==> config.mk <==
export PLATFORM = sky130hd
export DESIGN_NAME = uart_rx_fifo
export DESIGN_NICKNAME = d
export VERILOG_FILES = /design/src/rtl/uart_pkg.sv /design/src/rtl/fifo_mem.sv /design/src/rtl/uart_rx_fifo.sv
export SDC_FILE = /design/constraint.sdc
export NUM_CORES = 1
export LEC_CHECK = 0
export CAP_MARGIN = 30
export CORE_ASPECT_RATIO = 1.25
export CORE_UTILIZATION = 29
export CTS_CLUSTER_SIZE = 12
export DETAILED_ROUTE_END_ITERATION = 6
export PLACE_DENSITY = 0.55
export SLEW_MARGIN = 0
export SYNTH_ARGS = -nofsm -noshare
export SYNTH_HDL_FRONTEND = slang
export SYNTH_SLANG_ARGS = --single-unit
==> constraint.sdc <==
create_clock -name clock -period 2.8 [get_ports clock]
set_input_delay 0.56 -clock clock [delete_from_list [all_inputs] [get_ports clock]]
set_output_delay 0.56 -clock clock [all_outputs]
set_load 0.01 [all_outputs]
==> src/rtl/uart_pkg.sv <==
// Shared UART definitions used by the receive, transmit and buffering stages.
//
// Contents:
//   UART_DATA_W  width of one UART character in bits
//   byte_t       one received or transmitted character
package uart_pkg;

  localparam int unsigned UART_DATA_W = 8;

  typedef logic [UART_DATA_W-1:0] byte_t;

  localparam byte_t BYTE_ZERO = '0;

endpackage : uart_pkg

==> src/rtl/fifo_mem.sv <==
// Byte storage array for the UART receive FIFO.
// One synchronous write port and one asynchronous (combinational) read port,
// so the FIFO can present its head entry in the same cycle it is addressed.
// Contents are not reset.
//
// Ports:
//   clock    system clock, rising edge
//   wr_en    write strobe; wr_data is stored at wr_addr on the next edge
//   wr_addr  write index
//   wr_data  byte to store
//   rd_addr  read index
//   rd_data  byte currently stored at rd_addr
module fifo_mem
  import uart_pkg::*;
#(
  parameter int unsigned DEPTH  = 8,
  parameter int unsigned ADDR_W = $clog2(DEPTH)
) (
  input  logic              clock,
  input  logic              wr_en,
  input  logic [ADDR_W-1:0] wr_addr,
  input  logic [7:0]        wr_data,
  input  logic [ADDR_W-1:0] rd_addr,
  output logic [7:0]        rd_data
);

  byte_t mem_q [DEPTH];

  always_ff @(posedge clock) begin
    if (wr_en) begin
      mem_q[wr_addr] <= wr_data;
    end
  end

  assign rd_data = mem_q[rd_addr];

endmodule : fifo_mem

==> src/rtl/uart_rx_fifo.sv <==
// Byte FIFO placed directly after the UART receiver.
// Each byte is captured on the receiver's one-cycle completion pulse and held
// until the consumer takes it through a valid/ready handshake. The head byte is
// shown ahead (combinationally) whenever the queue is non-empty. A byte that
// arrives while the queue is full and not being drained is dropped and the
// sticky overflow flag is raised.
//
// Ports:
//   clock           system clock, rising edge
//   reset_n         asynchronous active-low reset
//   in_data         received byte, sampled when in_valid=1
//   in_valid        one-cycle write strobe
//   out_data        head-of-queue byte, 8'h00 when empty
//   out_valid       queue non-empty
//   out_ready       consumer accepts the head byte this cycle
//   flush           synchronous empty request, highest priority
//   overflow        sticky: a byte was dropped
//   overflow_clear  clears overflow (a simultaneous drop wins)
//   count           current occupancy, 0..DEPTH
//   full            count == DEPTH
//   empty           count == 0
//   almost_full     count >= AFULL_LEVEL
module uart_rx_fifo
  import uart_pkg::*;
#(
  parameter int unsigned DEPTH       = 8,
  parameter int unsigned AFULL_LEVEL = DEPTH - 2,
  localparam int unsigned ADDR_W     = $clog2(DEPTH),
  localparam int unsigned CNT_W      = $clog2(DEPTH + 1)
) (
  input  logic             clock,
  input  logic             reset_n,
  input  logic [7:0]       in_data,
  input  logic             in_valid,
  output logic [7:0]       out_data,
  output logic             out_valid,
  input  logic             out_ready,
  input  logic             flush,
  output logic             overflow,
  input  logic             overflow_clear,
  output logic [CNT_W-1:0] count,
  output logic             full,
  output logic             empty,
  output logic             almost_full
);

  // Pointers carry one extra wrap bit above the memory index so that equal
  // indices can be told apart as either empty (same lap) or full (one lap apart).
  localparam int unsigned PTR_W = ADDR_W + 1;

  localparam logic [CNT_W-1:0] DEPTH_CNT = CNT_W'(DEPTH);
  localparam logic [CNT_W-1:0] AFULL_CNT = CNT_W'(AFULL_LEVEL);
  localparam logic [CNT_W-1:0] CNT_ONE   = CNT_W'(1);
  localparam logic [PTR_W-1:0] PTR_ONE   = PTR_W'(1);

  logic [PTR_W-1:0] wr_ptr_q, wr_ptr_d;
  logic [PTR_W-1:0] rd_ptr_q, rd_ptr_d;
  logic [CNT_W-1:0] count_q, count_d;
  logic             overflow_q, overflow_d;

  logic             ptr_idx_equal;
  logic             ptr_wrap_equal;
  logic             full_s;
  logic             empty_s;
  logic             pop;
  logic             push;
  logic             drop;
  byte_t            head_data;

  // Status decodes from registered state only.
  assign ptr_idx_equal  = (wr_ptr_q[ADDR_W-1:0] == rd_ptr_q[ADDR_W-1:0]);
  assign ptr_wrap_equal = (wr_ptr_q[ADDR_W] == rd_ptr_q[ADDR_W]);
  assign full_s         = ptr_idx_equal && !ptr_wrap_equal;
  assign empty_s        = ptr_idx_equal && ptr_wrap_equal;

  // A pop frees a slot this cycle, so a write into a full queue is accepted
  // when it coincides with a pop; only an unaccompanied write is dropped.
  assign pop  = !empty_s && out_ready;
  assign push = in_valid && (!full_s || pop);
  assign drop = in_valid && full_s && !pop;

  always_comb begin
    wr_ptr_d = wr_ptr_q;
    rd_ptr_d = rd_ptr_q;
    count_d  = count_q;

    if (flush) begin
      wr_ptr_d = '0;
      rd_ptr_d = '0;
      count_d  = '0;
    end else begin
      if (push) begin
        wr_ptr_d = wr_ptr_q + PTR_ONE;
      end
      if (pop) begin
        rd_ptr_d = rd_ptr_q + PTR_ONE;
      end
      unique case ({push, pop})
        2'b10:   count_d = count_q + CNT_ONE;
        2'b01:   count_d = count_q - CNT_ONE;
        default: count_d = count_q;
      endcase
    end
  end

  // Set has priority over clear so a drop in the clearing cycle is not lost.
  always_comb begin
    overflow_d = overflow_q;
    if (drop) begin
      overflow_d = 1'b1;
    end else if (overflow_clear) begin
      overflow_d = 1'b0;
    end
  end

  always_ff @(posedge clock or negedge reset_n) begin
    if (!reset_n) begin
      wr_ptr_q   <= '0;
      rd_ptr_q   <= '0;
      count_q    <= '0;
      overflow_q <= 1'b0;
    end else begin
      wr_ptr_q   <= wr_ptr_d;
      rd_ptr_q   <= rd_ptr_d;
      count_q    <= count_d;
      overflow_q <= overflow_d;
    end
  end

  fifo_mem #(
    .DEPTH  (DEPTH),
    .ADDR_W (ADDR_W)
  ) u_mem (
    .clock   (clock),
    .wr_en   (push && !flush),
    .wr_addr (wr_ptr_q[ADDR_W-1:0]),
    .wr_data (in_data),
    .rd_addr (rd_ptr_q[ADDR_W-1:0]),
    .rd_data (head_data)
  );

  assign out_valid   = !empty_s;
  assign out_data    = empty_s ? BYTE_ZERO : head_data;
  assign overflow    = overflow_q;
  assign count       = count_q;
  assign full        = full_s;
  assign empty       = empty_s;
  assign almost_full = (count_q >= AFULL_CNT);

  // DEPTH_CNT documents the count ceiling; count never exceeds it by design.
  logic unused_depth_cnt;
  assign unused_depth_cnt = ^DEPTH_CNT;

endmodule : uart_rx_fifo
# After elaboration in Yosys (flattened, before gate mapping)
# Memories as Yosys holds them, arrays and structs flattened.
# Index checks and enable logic that the tools add are counted.
totals:
  ram_bits: 64
  mem_count: 1
  wordCells: 42
  regBits: 13
  input_bits: 14
mem_list:
  columns: ["memory", "words", "word_bits", "rd", "rd_ports_with_merged_regs", "write_ports", "line", "rtl"]
  rows:
  - ["u_mem.mem_q", 8, 8, 1, 0, 1, "fifo_mem.sv:27", "byte_t mem_q [DEPTH];"]
op_classes:
  n_eq_ne: 4
  n_reduce_logical: 17
  n_mux: 11
  n_lt_le_gt_ge: 1
  add_sub_neg: 4
ops:
  columns: ["op", "n"]
  rows:
  - ["$mux 4", 5]
  - ["$add 4x1->4 const B", 3]
  - ["$mux 8", 1]
  - ["$pmux 4 s2", 1]
  - ["$logic_and 1x1->1", 7]
  - ["$reduce_bool 2->1", 3]
  - ["$logic_not 1->1", 5]
  - ["$ge 4x3->1 const B", 1]
  - ["$mux 1", 4]
  - ["$sub 4x1->4 const B", 1]
  - ["$eq 3x3->1", 1]
  - ["$reduce_bool 3->1", 1]
  - ["$eq 2x1->1 const B", 1]
  - ["$eq 2x2->1 const B", 1]
  - ["$eq 1x1->1", 1]
  - ["$logic_or 1x1->1", 1]

# Depth between registers and ports, before layout
depth:
  ltp_word: 9
  mapped_depth: 9
  depth_no_buf: 8

# Cells and area by module
# A second synthesis with hierarchy kept.
hier_totals:
  cells_unflattened: 203
  hier_area_um2: 3448.3
by_module_without_submodules:
  columns: ["module", "area_per_inst_um2", "instances", "cells_each", "seq_area_each_um2"]
  rows:
  - ["fifo_mem", 2531.2, 1, 106, 1921.8]
  - ["uart_rx_fifo", 917.1, 1, 97, 325.3]

# Worst setup path after synthesis
# OpenSTA, ideal clock, no wires.
synth_path:
  kind: "reg-to-reg"
  from: "reg wr_ptr_q[1]"
  to: "mem u_mem.mem_q[1][0] (netlist name) (enable)"
  path_stages_with_launch: 7
  n_path_buf: 1
  arrival_time_ns: 2.094
  t_required_ns: 2.417
  setup_ns: 0.383
  path_slack_ns: 0.323
  path_cell_list: "dfrtp_1 > buf_2 > xnor2_2 > nand4_1 > o21ai_2 > or3b_2 > nor3_1"
synth_via:
  elab_chain_cells: 9
  elab_cells_between_ends: 11
  cone_classes: "eq/ne (1); mux (2); reduce/logical (8)"
synth_lines:
  columns: ["item", "line", "rtl"]
  rows:
  - ["start, declared", "uart_rx_fifo.sv:56", "logic [PTR_W-1:0] wr_ptr_q, wr_ptr_d;"]
  - ["start signal, assigned", "uart_rx_fifo.sv:123", "wr_ptr_q <= wr_ptr_d;"]
  - ["$eq 3x3->1", "uart_rx_fifo.sv:71", "assign ptr_idx_equal = (wr_ptr_q[ADDR_W-1:0] == rd_ptr_q[ADDR_W-1:0]);"]
  - ["$logic_and 1x1->1", "uart_rx_fifo.sv:74", "assign empty_s = ptr_idx_equal && ptr_wrap_equal;"]
  - ["$logic_not 1->1", "uart_rx_fifo.sv:78", "assign pop = !empty_s && out_ready;"]
  - ["$logic_and 1x1->1", "uart_rx_fifo.sv:78", null]
  - ["$logic_or 1x1->1", "uart_rx_fifo.sv:79", "assign push = in_valid && (!full_s || pop);"]
  - ["$logic_and 1x1->1", "uart_rx_fifo.sv:79", null]
  - ["$logic_and 1x1->1", "uart_rx_fifo.sv:135", ".wr_en (push && !flush),"]
  - ["$mux 1", "fifo_mem.sv:30", "if (wr_en) begin"]
  - ["$mux 1 (not written as such)", "fifo_mem.sv:31", "mem_q[wr_addr] <= wr_data;"]
  - ["end, declared", "fifo_mem.sv:27", null]
# Parallel ways exist; a longest one is shown, timed or not.

# Worst setup path after layout
layout_path:
  from: "reg rd_ptr_q[0]"
  to: "out out_data[7]"
layout_via:
  elab_chain_cells: 3
  elab_cells_between_ends: 4
  cone_classes: "eq/ne (1); mux (1); reduce/logical (1); memory (1)"
layout_lines:
  columns: ["item", "line", "rtl"]
  rows:
  - ["start, declared", "uart_rx_fifo.sv:57", "logic [PTR_W-1:0] rd_ptr_q, rd_ptr_d;"]
  - ["start signal, assigned", "uart_rx_fifo.sv:124", "rd_ptr_q <= rd_ptr_d;"]
  - ["parallel branches: the longest is 2 deep, another holds $mem_v2 8x8", null, null]
  - ["$mux 8 (*)", "uart_rx_fifo.sv:143", "assign out_data = empty_s ? BYTE_ZERO : head_data;"]
  - ["end, declared", "uart_rx_fifo.sv:35", "output logic [7:0] out_data,"]
# Every way passes the cells marked *.

==> impl_metrics.yaml <==
status:
  status: "complete, but fails checks"
  violations: "DRC"
drt:
  drc: 3
  routed_wl_um: 6800
  wl_per_cell_um: 17.3
  vias: 1875
  postRouteAntennaNets: 0
  drt_iter0_drc: 90
  firstDrtPassIters: 7
  vias_per_cell: 4.76
clocking:
  numCtsBuffers: 9
  insertion_delay_ns: 0.33
  htreeDepth: 3
  clk_pin_slew_ns: 0.06
  cts_tree: "done"
  cts-root-buf: "clkbuf_16"
  clock_path_buffers: 2
  cts_hold_buf: 0
  cts.sinks: 77
die:
  fp.dieW_um: 98.5
  num_rows: 43
  io_pins: 31
  dieArea_um2: 12100
  initial_core_util_pct: 30.0
  core_area_um2: 11200
  die_h_um: 123
sta:
  tightest_slew_ns: 0.617
  slew_headroom_pct: 58.8
  skew_ns: 0.00662
  rsz0062_at_grt: "false"
  finalWorstSetupSlack_ns: 0.101
  maxSlewViolCount: 0
  finalHoldViolCount: 0
  tns_ns: 0
  setup_viol: 0
  fin_crit_sh_pct: 96.4
  period_needed_ns: 2.70
  fmax_mhz: 370
place:
  dpl_worst_slack_ns: 0.173
  place_congestion: 0.736
  dp.final_hpwl_um: 4550
  place_area_um2: 3950
  io_buffers: 30
synth:
  synth_area_per_cell_um2: 17.1
  ys_seq_elements: 77
  ys_seq_area_share_pct: 66.5
  yosys.area_share.xor_xnor_pct: 4.37
  synth_top_family_by_area: "multiplexers"
  ys_top_cells_by_area: "edfxtp_1 (57%), dfrtp_1 (9.6%), mux4_2 (6.0%), mux4_1 (5.4%), mux2i_1 (3.0%)"
  yosys.area.top_type_share_pct: 56.9
  async_flop_share_pct: 16.9
  synth-compound-area-share_pct: 4.11
  yosys.area.top_type: "edfxtp_1"
  synthMuxAreaShare_pct: 14.9
  synth_simple_gate_area_share_pct: 6.22
  yosysUniqueCellTypes: 39
  syn_area_um2: 3380
  syn_nets: 215
  yosysWarningCount: 0
  synth.most_common_cell: "edfxtp_1"
  synth_ff_type: "edfxtp_1"
  synth_edf_count: 64
  synth_fa_ha_area_share_pct: 1.48
  synth_commonest_cells: "edfxtp_1 (64), nor2_1 (24), dfrtp_1 (13), mux2i_1 (10)"
  syn_inst: 197
grt:
  gr-total-overflow: 0
  grt_pass1_wl_um: 10900
  grt_pass1_vias: 1986
  grt_use_total_pct: 12.4
  grt_start_max_net_pins: 20
  antenna_found_initial: 0
pwr:
  p_sw_share_pct: 24.9
  clkPwrFrac_pct: 37.2
  p_per_area_nw_per_um2: 751
  ir_drop_v: 0.000254
  p_int_w: 0.00245
  p_leak_nw: 1.58
  combPwrFrac_pct: 22.1
  total_power_w: 0.00327
  power_frac_seq_pct: 40.8
  power_switching_w: 0.000812
final_layout:
  final_cell_area_um2: 4350
  fillers: 1029
  final_core_util_pct: 38.7
  drive_gt1_share_pct: 25.1
  fin_nets: 273
  seq_area_um2: 2250
  multi_input_area_um2: 1060
  antennaDiodeCount: 0
  area_growth_pct: 28.9
worst_setup_path:
  crit_family: "multiplexers"
  worst_ep_required_time_ns: 2.24
  critPathMaxStageDelay_ns: 0.55
  worst-path-buf-inv: 2
  worstSetupPathType: "flip-flop to output pin"
  cp-end-kind: "output pin"
  path_max_fanout: 9
  crit_path_start_kind: "flip-flop"
  crit_chain: "buf_8 -> mux4_1 -> mux2i_1 -> nor2_1 -> clkdlybuf4s50_1"
  critPathSlowestCell: "mux4_1"
  worstPathArrival_ns: 2.14
worst_hold_path:
  hold_class: "flip-flop to flip-flop"
run:
  cap_violations: 0
## repair_timing
action                                 CTS  global route
buffers inserted                         1             5
pin swaps                                1             1
endpoints found under the hold margin    0             0
setup endpoints to repair               10             9
resized for setup                        8             8
## through the flow
stage	hold WS, ns	std cells
finish	0.545	394
detailed placement	0.534	373
floorplan	0.264	197
global route	0.571	394
CTS	0.551	389
global placement	0.522	373
## logic make-up (layout without fill, tap and decap cells)
kind of cell | Yosys count | count (layout)
compound gates | 16 | 16
xor+xnor | 13 | 13
mux | 27 | 27
simple gates | 45 | 45
buf+inv | 15 | 77
flops | 77 | 77
fa+ha+maj | 4 | 4
## layout by cell type (no fill, tap or decap), types with 2 or more instances in the layout
master	instances
mux2i_1	10
or3_1	2
clkbuf_16	9
inv_1	4
xnor2_4	2
nand3_1	3
clkinv_2	2
nand4_1	2
ha_1	4
nand2b_1	4
edfxtp_1	64
nor3_1	2
clkdlybuf4s50_1	27
and3_1	2
mux4_2	9
dfrtp_1	9
nor2_1	24
a21oi_1	3
nand2_1	4
mux4_1	7
buf_4	25
dfrtp_2	4
xor2_1	9
bufinv_16	2
dlymetal6s2s_1	3
o211ai_1	2
o21ai_0	2
## worst min-delay path, delay by kind of cell, from the launching register on
kind                   cells  cell delay, ns
buffers and inverters      1            0.05
DFF                        1            0.34
AOI/OAI and AO/OA          1            0.11
## cell type report
type / count / area share [%]
clock buffers: 9 / 5.18
clock inverters: 6 / 1.98
inverters: 4 / 0.345
multi-input cells: 105 / 24.4
flip-flops and latches: 77 / 51.8
well taps: 135 / 3.88
repair buffers: 58 / 12.4
## power groups by stage
stage	logic (W)	clock network [W]	registers, W
final	0.000720	0.00121	0.00133
after global routing	0.000788	0.00127	0.00134
after CTS	0.000695	0.00123	0.00134
after detailed placement	0.000670	0	0.00135
after global placement	0.000664	0	0.00135
after floorplan	0.000404	0	0.00134
## layer usage
metal	routed length (um)	GRT usage (%)	part of all wire [%]
met2	3350	20.2	49
met5	0	0	0
met4	108	5.88	1.6
met3	208	2.11	3.1
met1	3130	16.3	46
## final timing paths
check | startpoint | end | slack (ns) | cells past startpoint
setup / recovery | rd_ptr_q[0]$_DFFE_PN0P_ | out_data[7] | 0.10 | 5
hold / removal | overflow$_DFFE_PN0P_ | overflow$_DFFE_PN0P_ | 0.54 | 2
setup reg to reg | rd_ptr_q[0]$_DFFE_PN0P_ | u_mem.mem_q[1][0]$_DFFE_PP_ | 0.36 | 8
hold reg to reg | overflow$_DFFE_PN0P_ | overflow$_DFFE_PN0P_ | 0.54 | 2
max in group asynchronous | reset_n | rd_ptr_q[0]$_DFFE_PN0P_ | 1.74 | 1
min in group asynchronous | reset_n | overflow$_DFFE_PN0P_ | 0.62 | 1
## sequential cells by signal, indices dropped and copies added (netlist names)
register	cells
u_mem.mem_q	64
overflow	1
wr_ptr_q	4
rd_ptr_q	4
count	4
Note: power is estimated with default switching activity, not from simulation.
